**config.mk**
```make
export PLATFORM = sky130hd
export DESIGN_NAME = cache_line_fill_ctrl
export DESIGN_NICKNAME = d
export VERILOG_FILES = /design/src/rtl/cache_line_fill_ctrl_pkg.sv /design/src/rtl/cache_line_fill_ctrl_line_buffer.sv /design/src/rtl/cache_line_fill_ctrl.sv
export SDC_FILE = /design/constraint.sdc
export NUM_CORES = 1
export LEC_CHECK = 0
export BUFFER_PORTS_ARGS = -buffer_cell sky130_fd_sc_hd__buf_4
export CORE_ASPECT_RATIO = 0.9
export CORE_MARGIN = 8
export CORE_UTILIZATION = 40
export DETAILED_ROUTE_END_ITERATION = 6
export SYNTH_ARGS = -nofsm -noshare
export SYNTH_HDL_FRONTEND = slang
export SYNTH_SLANG_ARGS = --single-unit
```
**constraint.sdc**
```tcl
create_clock -name clk -period 3.2 [get_ports clk]
set_input_delay 0.8 -clock clk [delete_from_list [all_inputs] [get_ports clk]]
set_output_delay 0.8 -clock clk [all_outputs]
set_load 0.01 [all_outputs]
```
**src/rtl/cache_line_fill_ctrl_pkg.sv**
```systemverilog
// Shared types and helpers for the L1 miss handler: FSM states, default widths
// and the L2 word-address formation used for both write-back and fill beats.
package cache_pkg;

   localparam int unsigned DEF_ADDR_W         = 32;
   localparam int unsigned DEF_DATA_W         = 32;
   localparam int unsigned DEF_WORDS_PER_LINE = 8;
   localparam int unsigned DEF_TAG_W          = 18;

   typedef enum logic [1:0] {
      IDLE,
      WB,
      FILL,
      UPD
   } state_e;

   // Word address = {bw zeros, line index, beat}; byte address held LSB-aligned in 64 bits.
   function automatic logic [63:0] word_addr(input logic [63:0]   line_addr,
                                             input int unsigned   beat,
                                             input int unsigned   off_w,
                                             input int unsigned   bw);
      return ((line_addr >> (off_w + bw)) << off_w) | 64'(beat);
   endfunction

endpackage

```
**src/rtl/cache_line_fill_ctrl_line_buffer.sv**
```systemverilog
// Fill-line storage: one word written per received beat, with the store word
// substituted at the merge slot. Exposes the line as it will be after this cycle.
module line_buffer #(
   parameter int unsigned DATA_W         = 32,
   parameter int unsigned WORDS_PER_LINE = 8
) (
   input  logic                               clk,
   input  logic                               rst_n,
   input  logic                               wr_en_i,
   input  logic [$clog2(WORDS_PER_LINE)-1:0]  wr_idx_i,
   input  logic [DATA_W-1:0]                  rd_data_i,
   input  logic                               merge_i,
   input  logic [DATA_W-1:0]                  merge_data_i,
   output logic [DATA_W*WORDS_PER_LINE-1:0]   line_nxt_o
);

   logic [DATA_W*WORDS_PER_LINE-1:0] line_q;
   logic [DATA_W*WORDS_PER_LINE-1:0] line_d;

   always_comb begin
      line_d = line_q;
      if (wr_en_i) begin
         line_d[wr_idx_i*DATA_W +: DATA_W] = merge_i ? merge_data_i : rd_data_i;
      end
   end

   always_ff @(posedge clk or negedge rst_n) begin
      if (!rst_n) begin
         line_q <= '0;
      end else begin
         line_q <= line_d;
      end
   end

   assign line_nxt_o = line_d;

endmodule

```
**src/rtl/cache_line_fill_ctrl.sv**
```systemverilog
// L1 miss handler: optional dirty-victim write-back, beat-by-beat line fill with
// store merge, then a single-cycle cache entry update. All outputs are registered.
module cache_line_fill_ctrl
   import cache_pkg::*;
#(
   parameter int unsigned ADDR_W         = DEF_ADDR_W,
   parameter int unsigned DATA_W         = DEF_DATA_W,
   parameter int unsigned WORDS_PER_LINE = DEF_WORDS_PER_LINE,
   parameter int unsigned TAG_W          = DEF_TAG_W
) (
   input  logic                              clk,
   input  logic                              rst_n,
   input  logic                              miss_req,
   input  logic                              miss_is_wr,
   input  logic [ADDR_W-1:0]                 miss_addr,
   input  logic [DATA_W-1:0]                 miss_wr_data,
   input  logic                              victim_dirty,
   input  logic [ADDR_W-1:0]                 victim_addr,
   input  logic [DATA_W*WORDS_PER_LINE-1:0]  victim_line,
   output logic                              busy,
   output logic                              miss_done,
   output logic [ADDR_W-1:0]                 l2_addr,
   output logic                              l2_rd_en,
   input  logic                              l2_rd_granted,
   input  logic                              l2_rd_vld,
   input  logic [DATA_W-1:0]                 l2_rd_data,
   output logic                              l2_wr_en,
   input  logic                              l2_wr_granted,
   output logic [DATA_W-1:0]                 l2_wr_data,
   output logic                              upd_entry,
   output logic [DATA_W*WORDS_PER_LINE-1:0]  upd_line,
   output logic [TAG_W:0]                    upd_tag_vld,
   output logic                              upd_dirty
);

   localparam int unsigned OFF_W  = $clog2(WORDS_PER_LINE);
   localparam int unsigned BW     = $clog2(DATA_W / 8);
   localparam int unsigned CW     = OFF_W + 1;
   localparam int unsigned LINE_W = DATA_W * WORDS_PER_LINE;
   localparam logic [CW-1:0] CNT_LAST = CW'(WORDS_PER_LINE - 1);
   localparam logic [CW-1:0] CNT_FULL = CW'(WORDS_PER_LINE);

   state_e              state_q, state_d;
   logic [CW-1:0]       wb_cnt_q, wb_cnt_d;
   logic [CW-1:0]       iss_cnt_q, iss_cnt_d;
   logic [CW-1:0]       rcv_cnt_q, rcv_cnt_d;
   logic [ADDR_W-1:0]   addr_q, addr_d;
   logic                is_wr_q, is_wr_d;
   logic [DATA_W-1:0]   wr_data_q, wr_data_d;
   logic [ADDR_W-1:0]   vaddr_q, vaddr_d;
   logic [LINE_W-1:0]   vline_q, vline_d;

   logic                busy_q, busy_d;
   logic                done_q, done_d;
   logic [ADDR_W-1:0]   l2_addr_q, l2_addr_d;
   logic                rd_en_q, rd_en_d;
   logic                wr_en_q, wr_en_d;
   logic [DATA_W-1:0]   wr_out_q, wr_out_d;
   logic [LINE_W-1:0]   upd_line_q, upd_line_d;
   logic [TAG_W:0]      tag_vld_q, tag_vld_d;
   logic                dirty_q, dirty_d;

   logic                buf_wr;
   logic                buf_merge;
   logic [LINE_W-1:0]   line_nxt;

   line_buffer #(
      .DATA_W         (DATA_W),
      .WORDS_PER_LINE (WORDS_PER_LINE)
   ) u_line_buffer (
      .clk          (clk),
      .rst_n        (rst_n),
      .wr_en_i      (buf_wr),
      .wr_idx_i     (rcv_cnt_q[OFF_W-1:0]),
      .rd_data_i    (l2_rd_data),
      .merge_i      (buf_merge),
      .merge_data_i (wr_data_q),
      .line_nxt_o   (line_nxt)
   );

   always_comb begin
      state_d   = state_q;
      wb_cnt_d  = wb_cnt_q;
      iss_cnt_d = iss_cnt_q;
      rcv_cnt_d = rcv_cnt_q;
      addr_d    = addr_q;
      is_wr_d   = is_wr_q;
      wr_data_d = wr_data_q;
      vaddr_d   = vaddr_q;
      vline_d   = vline_q;
      buf_wr    = 1'b0;
      buf_merge = is_wr_q && (rcv_cnt_q[OFF_W-1:0] == addr_q[OFF_W+BW-1:BW]);

      unique case (state_q)
         IDLE: begin
            if (miss_req) begin
               addr_d    = miss_addr;
               is_wr_d   = miss_is_wr;
               wr_data_d = miss_wr_data;
               vaddr_d   = victim_addr;
               vline_d   = victim_line;
               wb_cnt_d  = '0;
               iss_cnt_d = '0;
               rcv_cnt_d = '0;
               state_d   = victim_dirty ? WB : FILL;
            end
         end
         WB: begin
            if (l2_wr_granted) begin
               wb_cnt_d = wb_cnt_q + CW'(1);
               if (wb_cnt_q == CNT_LAST) state_d = FILL;
            end
         end
         FILL: begin
            if (rd_en_q && l2_rd_granted) iss_cnt_d = iss_cnt_q + CW'(1);
            // A beat is only accepted when one is outstanding.
            if (l2_rd_vld && (rcv_cnt_q != iss_cnt_q)) begin
               buf_wr    = 1'b1;
               rcv_cnt_d = rcv_cnt_q + CW'(1);
               if (rcv_cnt_q == CNT_LAST) state_d = UPD;
            end
         end
         UPD:     state_d = IDLE;
         default: state_d = IDLE;
      endcase

      // Registered outputs are computed from next-state values.
      busy_d     = (state_d != IDLE);
      done_d     = (state_d == UPD);
      wr_en_d    = (state_d == WB);
      rd_en_d    = (state_d == FILL) && (iss_cnt_d < CNT_FULL);
      l2_addr_d  = l2_addr_q;
      wr_out_d   = wr_out_q;
      upd_line_d = upd_line_q;
      tag_vld_d  = tag_vld_q;
      dirty_d    = dirty_q;
      if (wr_en_d) begin
         l2_addr_d = ADDR_W'(word_addr(64'(vaddr_d), 32'(wb_cnt_d[OFF_W-1:0]), OFF_W, BW));
         wr_out_d  = vline_d[wb_cnt_d[OFF_W-1:0]*DATA_W +: DATA_W];
      end else if (rd_en_d) begin
         l2_addr_d = ADDR_W'(word_addr(64'(addr_d), 32'(iss_cnt_d[OFF_W-1:0]), OFF_W, BW));
      end
      if (done_d) begin
         upd_line_d = line_nxt;
         tag_vld_d  = {1'b1, addr_d[ADDR_W-1 -: TAG_W]};
         dirty_d    = is_wr_d;
      end
   end

   always_ff @(posedge clk or negedge rst_n) begin
      if (!rst_n) begin
         state_q    <= IDLE;
         wb_cnt_q   <= '0;
         iss_cnt_q  <= '0;
         rcv_cnt_q  <= '0;
         addr_q     <= '0;
         is_wr_q    <= 1'b0;
         wr_data_q  <= '0;
         vaddr_q    <= '0;
         vline_q    <= '0;
         busy_q     <= 1'b0;
         done_q     <= 1'b0;
         l2_addr_q  <= '0;
         rd_en_q    <= 1'b0;
         wr_en_q    <= 1'b0;
         wr_out_q   <= '0;
         upd_line_q <= '0;
         tag_vld_q  <= '0;
         dirty_q    <= 1'b0;
      end else begin
         state_q    <= state_d;
         wb_cnt_q   <= wb_cnt_d;
         iss_cnt_q  <= iss_cnt_d;
         rcv_cnt_q  <= rcv_cnt_d;
         addr_q     <= addr_d;
         is_wr_q    <= is_wr_d;
         wr_data_q  <= wr_data_d;
         vaddr_q    <= vaddr_d;
         vline_q    <= vline_d;
         busy_q     <= busy_d;
         done_q     <= done_d;
         l2_addr_q  <= l2_addr_d;
         rd_en_q    <= rd_en_d;
         wr_en_q    <= wr_en_d;
         wr_out_q   <= wr_out_d;
         upd_line_q <= upd_line_d;
         tag_vld_q  <= tag_vld_d;
         dirty_q    <= dirty_d;
      end
   end

   assign busy        = busy_q;
   assign miss_done   = done_q;
   assign l2_addr     = l2_addr_q;
   assign l2_rd_en    = rd_en_q;
   assign l2_wr_en    = wr_en_q;
   assign l2_wr_data  = wr_out_q;
   assign upd_entry   = done_q;
   assign upd_line    = upd_line_q;
   assign upd_tag_vld = tag_vld_q;
   assign upd_dirty   = dirty_q;

endmodule
```
==> results <==
- The highest attainable clock frequency is 0.3519 GHz.
- At the worst endpoint, the required time is 3.75 ns.
- STA puts the critical path data arrival time at approximately 3.4 ns.
- STA classifies the critical path endpoint as a flip-flop.
- Port buffering added just over 700 buffers.
- For this design the static power due to leakage is 0.02700 uW.
- For the final routed database, the setup TNS stands at 0 ns.
- The via count of the first global-routing pass is 29530.
- Summing the areas of all xor and xnor instances in the mapped netlist gives less than 1% of the synthesized area.
- For flop-to-flop paths, the worst setup slack is 0.36 ns.
- The kind of critical path is flip-flop to flip-flop.
- The portion of netlist area occupied by mux cells is 17.37%.
- After detailed routing, the number of vias per cell comes to between 5 and 6.
- Setup violations remaining at the end of the flow were counted as 0.
- Entering global routing, the biggest net connects 137 pins.
- The final number of max-transition violations is 0.
- Compared with the post-synthesis result, the final layout area differs by 27.52%.
- The final hold violation count is 0.
- After the first detailed-routing iteration, the DRC count stood at between 2000 and 2500.
- The flow ran to the end, and the final reports show no timing, DRC or antenna violations.
- The first-pass iteration count of the detailed router is 5.
- Averaged over all synthesized cells, the footprint is between 10 and 15 sq um.
- The worst-case clock buffer depth is 3.
- The synthesized design contains around 960 register bits.
- The buffers inserted during post-CTS setup optimization is 0.
- After detailed routing, the total wire length is 129.5 mm.
- After synthesis, the largest family of logic cells by area is multiplexers.
- The power per unit of standard cell area is 931.2 nW/um^2.
- For this run, the number of Yosys warnings is 0.
- The die boundary width is 349.9 microns.
- The first-pass GRT wire length is 192.8 mm.
- The mapped netlist covers 40140 sq um.
- The final cycle utilization of the critical path is 88.81%.
- The simple-gate share of the synthesized area is 16.91%.
- The DRC violations left is 0.
- The final worst hold slack is 0.1668 ns.
- For this run, asynchronously set or reset flops after synthesis account for 100.0%.
- The worst clock skew is ~0.035 ns.
- At the end of routability-driven placement, the weighted congestion stood at 0.8575.
- Clock-pin slew was measured on the worst setup and hold paths at 0.06 ns.
- The cell count after synthesis came out at 3633.
- In this run, distinct cell masters in the synthesized netlist total 56.
- The die covers 110800 sq um.
- Counting cells, the worst reg-to-reg path comes to 9.
- For the finished layout, the period the worst path requires is 2.842 ns.
- After clock tree synthesis, the flow added hold-fix buffers numbering 0.
- The total track usage is 22.71%.
- The number of nets with antenna violations after detailed routing is 0.
- The initial standard-cell utilization of the core is 40.22%.
- Summing the areas of all fa, ha and maj instances in the mapped netlist gives less than 1% of the synthesized area.
- The area inside the core boundary is 99780 sq um.
- Once the clock tree was built, the resizer swapped 0 gates to a different size.
- The most frequently used flop master after synthesis is sky130_fd_sc_hd__dfrtp_1.
- The initial antenna violation count came to 17.
- In the final routed layout, each cell accounts on average for 22.41 microns.
- The source-to-sink clock delay at the later pin of the worst-skew pair is slightly below 0.7 ns.
- Sequential cells were found to cover 59.73% of the synthesized design area.
- The tightest slew margin relative to the limit is between 50% and 60%.
- The clock drives 958 sinks.
- The biggest fanout along the worst timing path is 12.
- The end-of-flow core utilization is 51.30%.
- TritonCTS built the clock tree.
- The number of clock buffers added by TritonCTS is 101.
- Of the cells placed in the final design, the portion with a size suffix greater than 1 is 34.29%.
- STA classifies the critical path startpoint as a flip-flop.
- The final layout contains 4741 nets.
- IR analysis of the VDD net gives a maximum drop of 0.4949 mV.
- The overall overflow remaining after global route is 0.
- The total number of H-tree levels is 3.
- The post-DP HPWL is approximately 92 mm.
- 737 I/O pins were placed.
- Setup repair after global routing left no endpoint under its margin.
- The height of the die is 316.5 microns.
- The detailed router placed roughly 29000 vias in this run.
- The total of max-cap violations is 0.
- The floorplan row count is 110.
- The worst hold-check path type is input port to asynchronous set/reset pin.
- The number of synthesized flops with an enable pin is 0.
- Summing the areas of all compound-gate instances in the mapped netlist gives between 2 and 3% of the synthesized area.
- The cell chosen for the clock root is sky130_fd_sc_hd__clkbuf_16.
- At the pin with the least slew margin, the transition time is 0.7327 ns.
## critical path: stages (launching register included)
cell,delay [ns]
sky130_fd_sc_hd__dfrtp_1,0.47
sky130_fd_sc_hd__inv_1,0.10
sky130_fd_sc_hd__ha_1,0.20
sky130_fd_sc_hd__ha_1,0.20
sky130_fd_sc_hd__or2_2,0.33
sky130_fd_sc_hd__nor3_1,0.28
sky130_fd_sc_hd__nand2_4,0.28
sky130_fd_sc_hd__buf_12,0.26
sky130_fd_sc_hd__mux2_4,0.31
sky130_fd_sc_hd__mux2_4,0.26
## cells in the final DEF, fill, tap and decap left out, drive strengths merged, types with 2 or more instances in the layout
cell type	n
a21boi	2
a21oi	31
a22o	5
a31oi	64
and2	2
and3b	2
buf	839
bufinv	10
clkbuf	143
clkinv	22
clkinvlp	7
conb	2
dfrtp	958
diode	9
ha	5
inv	10
mux2	483
mux2i	63
nand2	1206
nand2b	5
nand3	3
nand4	3
nand4b	2
nor2	263
nor3	197
nor3b	2
nor4	2
nor4bb	2
o211ai	33
o21a	2
o21ai	34
o21bai	2
or2	2
xnor2	4
xor2	5
## sequential cells by signal (all words and copies together), names as in the netlist
name                  flops
addr_q                   30
busy                      1
is_wr_q                   1
iss_cnt_q                 4
l2_addr                  30
l2_rd_en                  1
l2_wr_data               32
l2_wr_en                  1
miss_done                 1
rcv_cnt_q                 4
state_q                   2
u_line_buffer.line_q    256
upd_dirty                 1
upd_line                256
upd_tag_vld              19
vaddr_q                  27
vline_q                 256
wb_cnt_q                  4
wr_data_q                32
## cell families after synthesis
logic type      count (synthesis)
fa+ha+maj                       5
buf+inv                       238
simple gates                 1696
other cells                     1
mux                           546
compound gates                180
xor+xnor                        9
flops                         958
## worst paths after layout
kind,from,end
worst min-delay path,rst_n,u_line_buffer.line_q[73]
min in group clk,victim_line[86],vline_q[86]
max in group asynchronous,rst_n,u_line_buffer.line_q[68]
worst min register to register,vaddr_q[8],vaddr_q[8]
worst max-delay path,rcv_cnt_q[1],upd_line[136]
worst max register to register,rcv_cnt_q[1],upd_line[136]
## routing by layer
layer | GRT usage, % | part of all wire, % | vias to the layer above
li1 | - | - | 13410
met1 | 30.01 | 43 | 14530
met2 | 36.48 | 47 | 806
met3 | 5.975 | 6.7 | 202
met4 | 7.317 | 3.2 | 16
met5 | 0 | 0.080 | -
## area by class of cell
| cell class | instances | area (sq um) |
|---|---|---|
| Clock inverter | 43 | 560.5 |
| Multi-Input combinational cell | 2438 | 15090 |
| Sequential cell | 958 | 23970 |
| Clock buffer | 143 | 2915 |
| Fill cell | 8895 | 48600 |
| Antenna cell | 9 | 22.52 |
| Timing Repair Buffer | 839 | 6907 |
| Inverter | 6 | 32.53 |
| Tap cell | 1344 | 1682 |
## synthesized netlist by cell type (all sizes together) (5+ instances only)
master / instances / area share (%)
o211ai: 33 / 0.62
buf: 93 / 1.4
clkbuf: 139 / 1.3
a22o: 5 / 0.11
a31oi: 64 / 1.0
nor2: 263 / 2.5
nor3: 197 / 2.5
nand2: 1206 / 11
inv: 6 / 0.056
mux2: 483 / 16
ha: 5 / 0.16
dfrtp: 958 / 60
a21oi: 31 / 0.39
o21ai: 34 / 0.42
nand2b: 5 / 0.078
mux2i: 63 / 1.6
xor2: 5 / 0.17
## metrics by stage
| step | instances | cell area, sq um | total power [uW] | setup slack, ns |
|---|---|---|---|---|
| finish | 5780 | 51180 | 47660 | 0.3580 |
| global route | 5776 | 51170 | 50570 | 0.2023 |
| CTS | 5771 | 51160 | 48180 | 0.3399 |
| detailed placement | 5585 | 47690 | 35800 | 0.2849 |
| global placement | 5585 | 47690 | 35410 | 0.2537 |
| floorplan | 3634 | 40140 | 28690 | 0.6993 |
## where the power goes
group	switching [uW]	leakage, uW	internal (uW)
Combinational	9000	0.0128	7440
Clock	5000	0.00170	7180
Sequential	2390	0.0125	16700
Total	16400	0.0270	31300
Note: power is estimated with default switching activity, not from simulation.
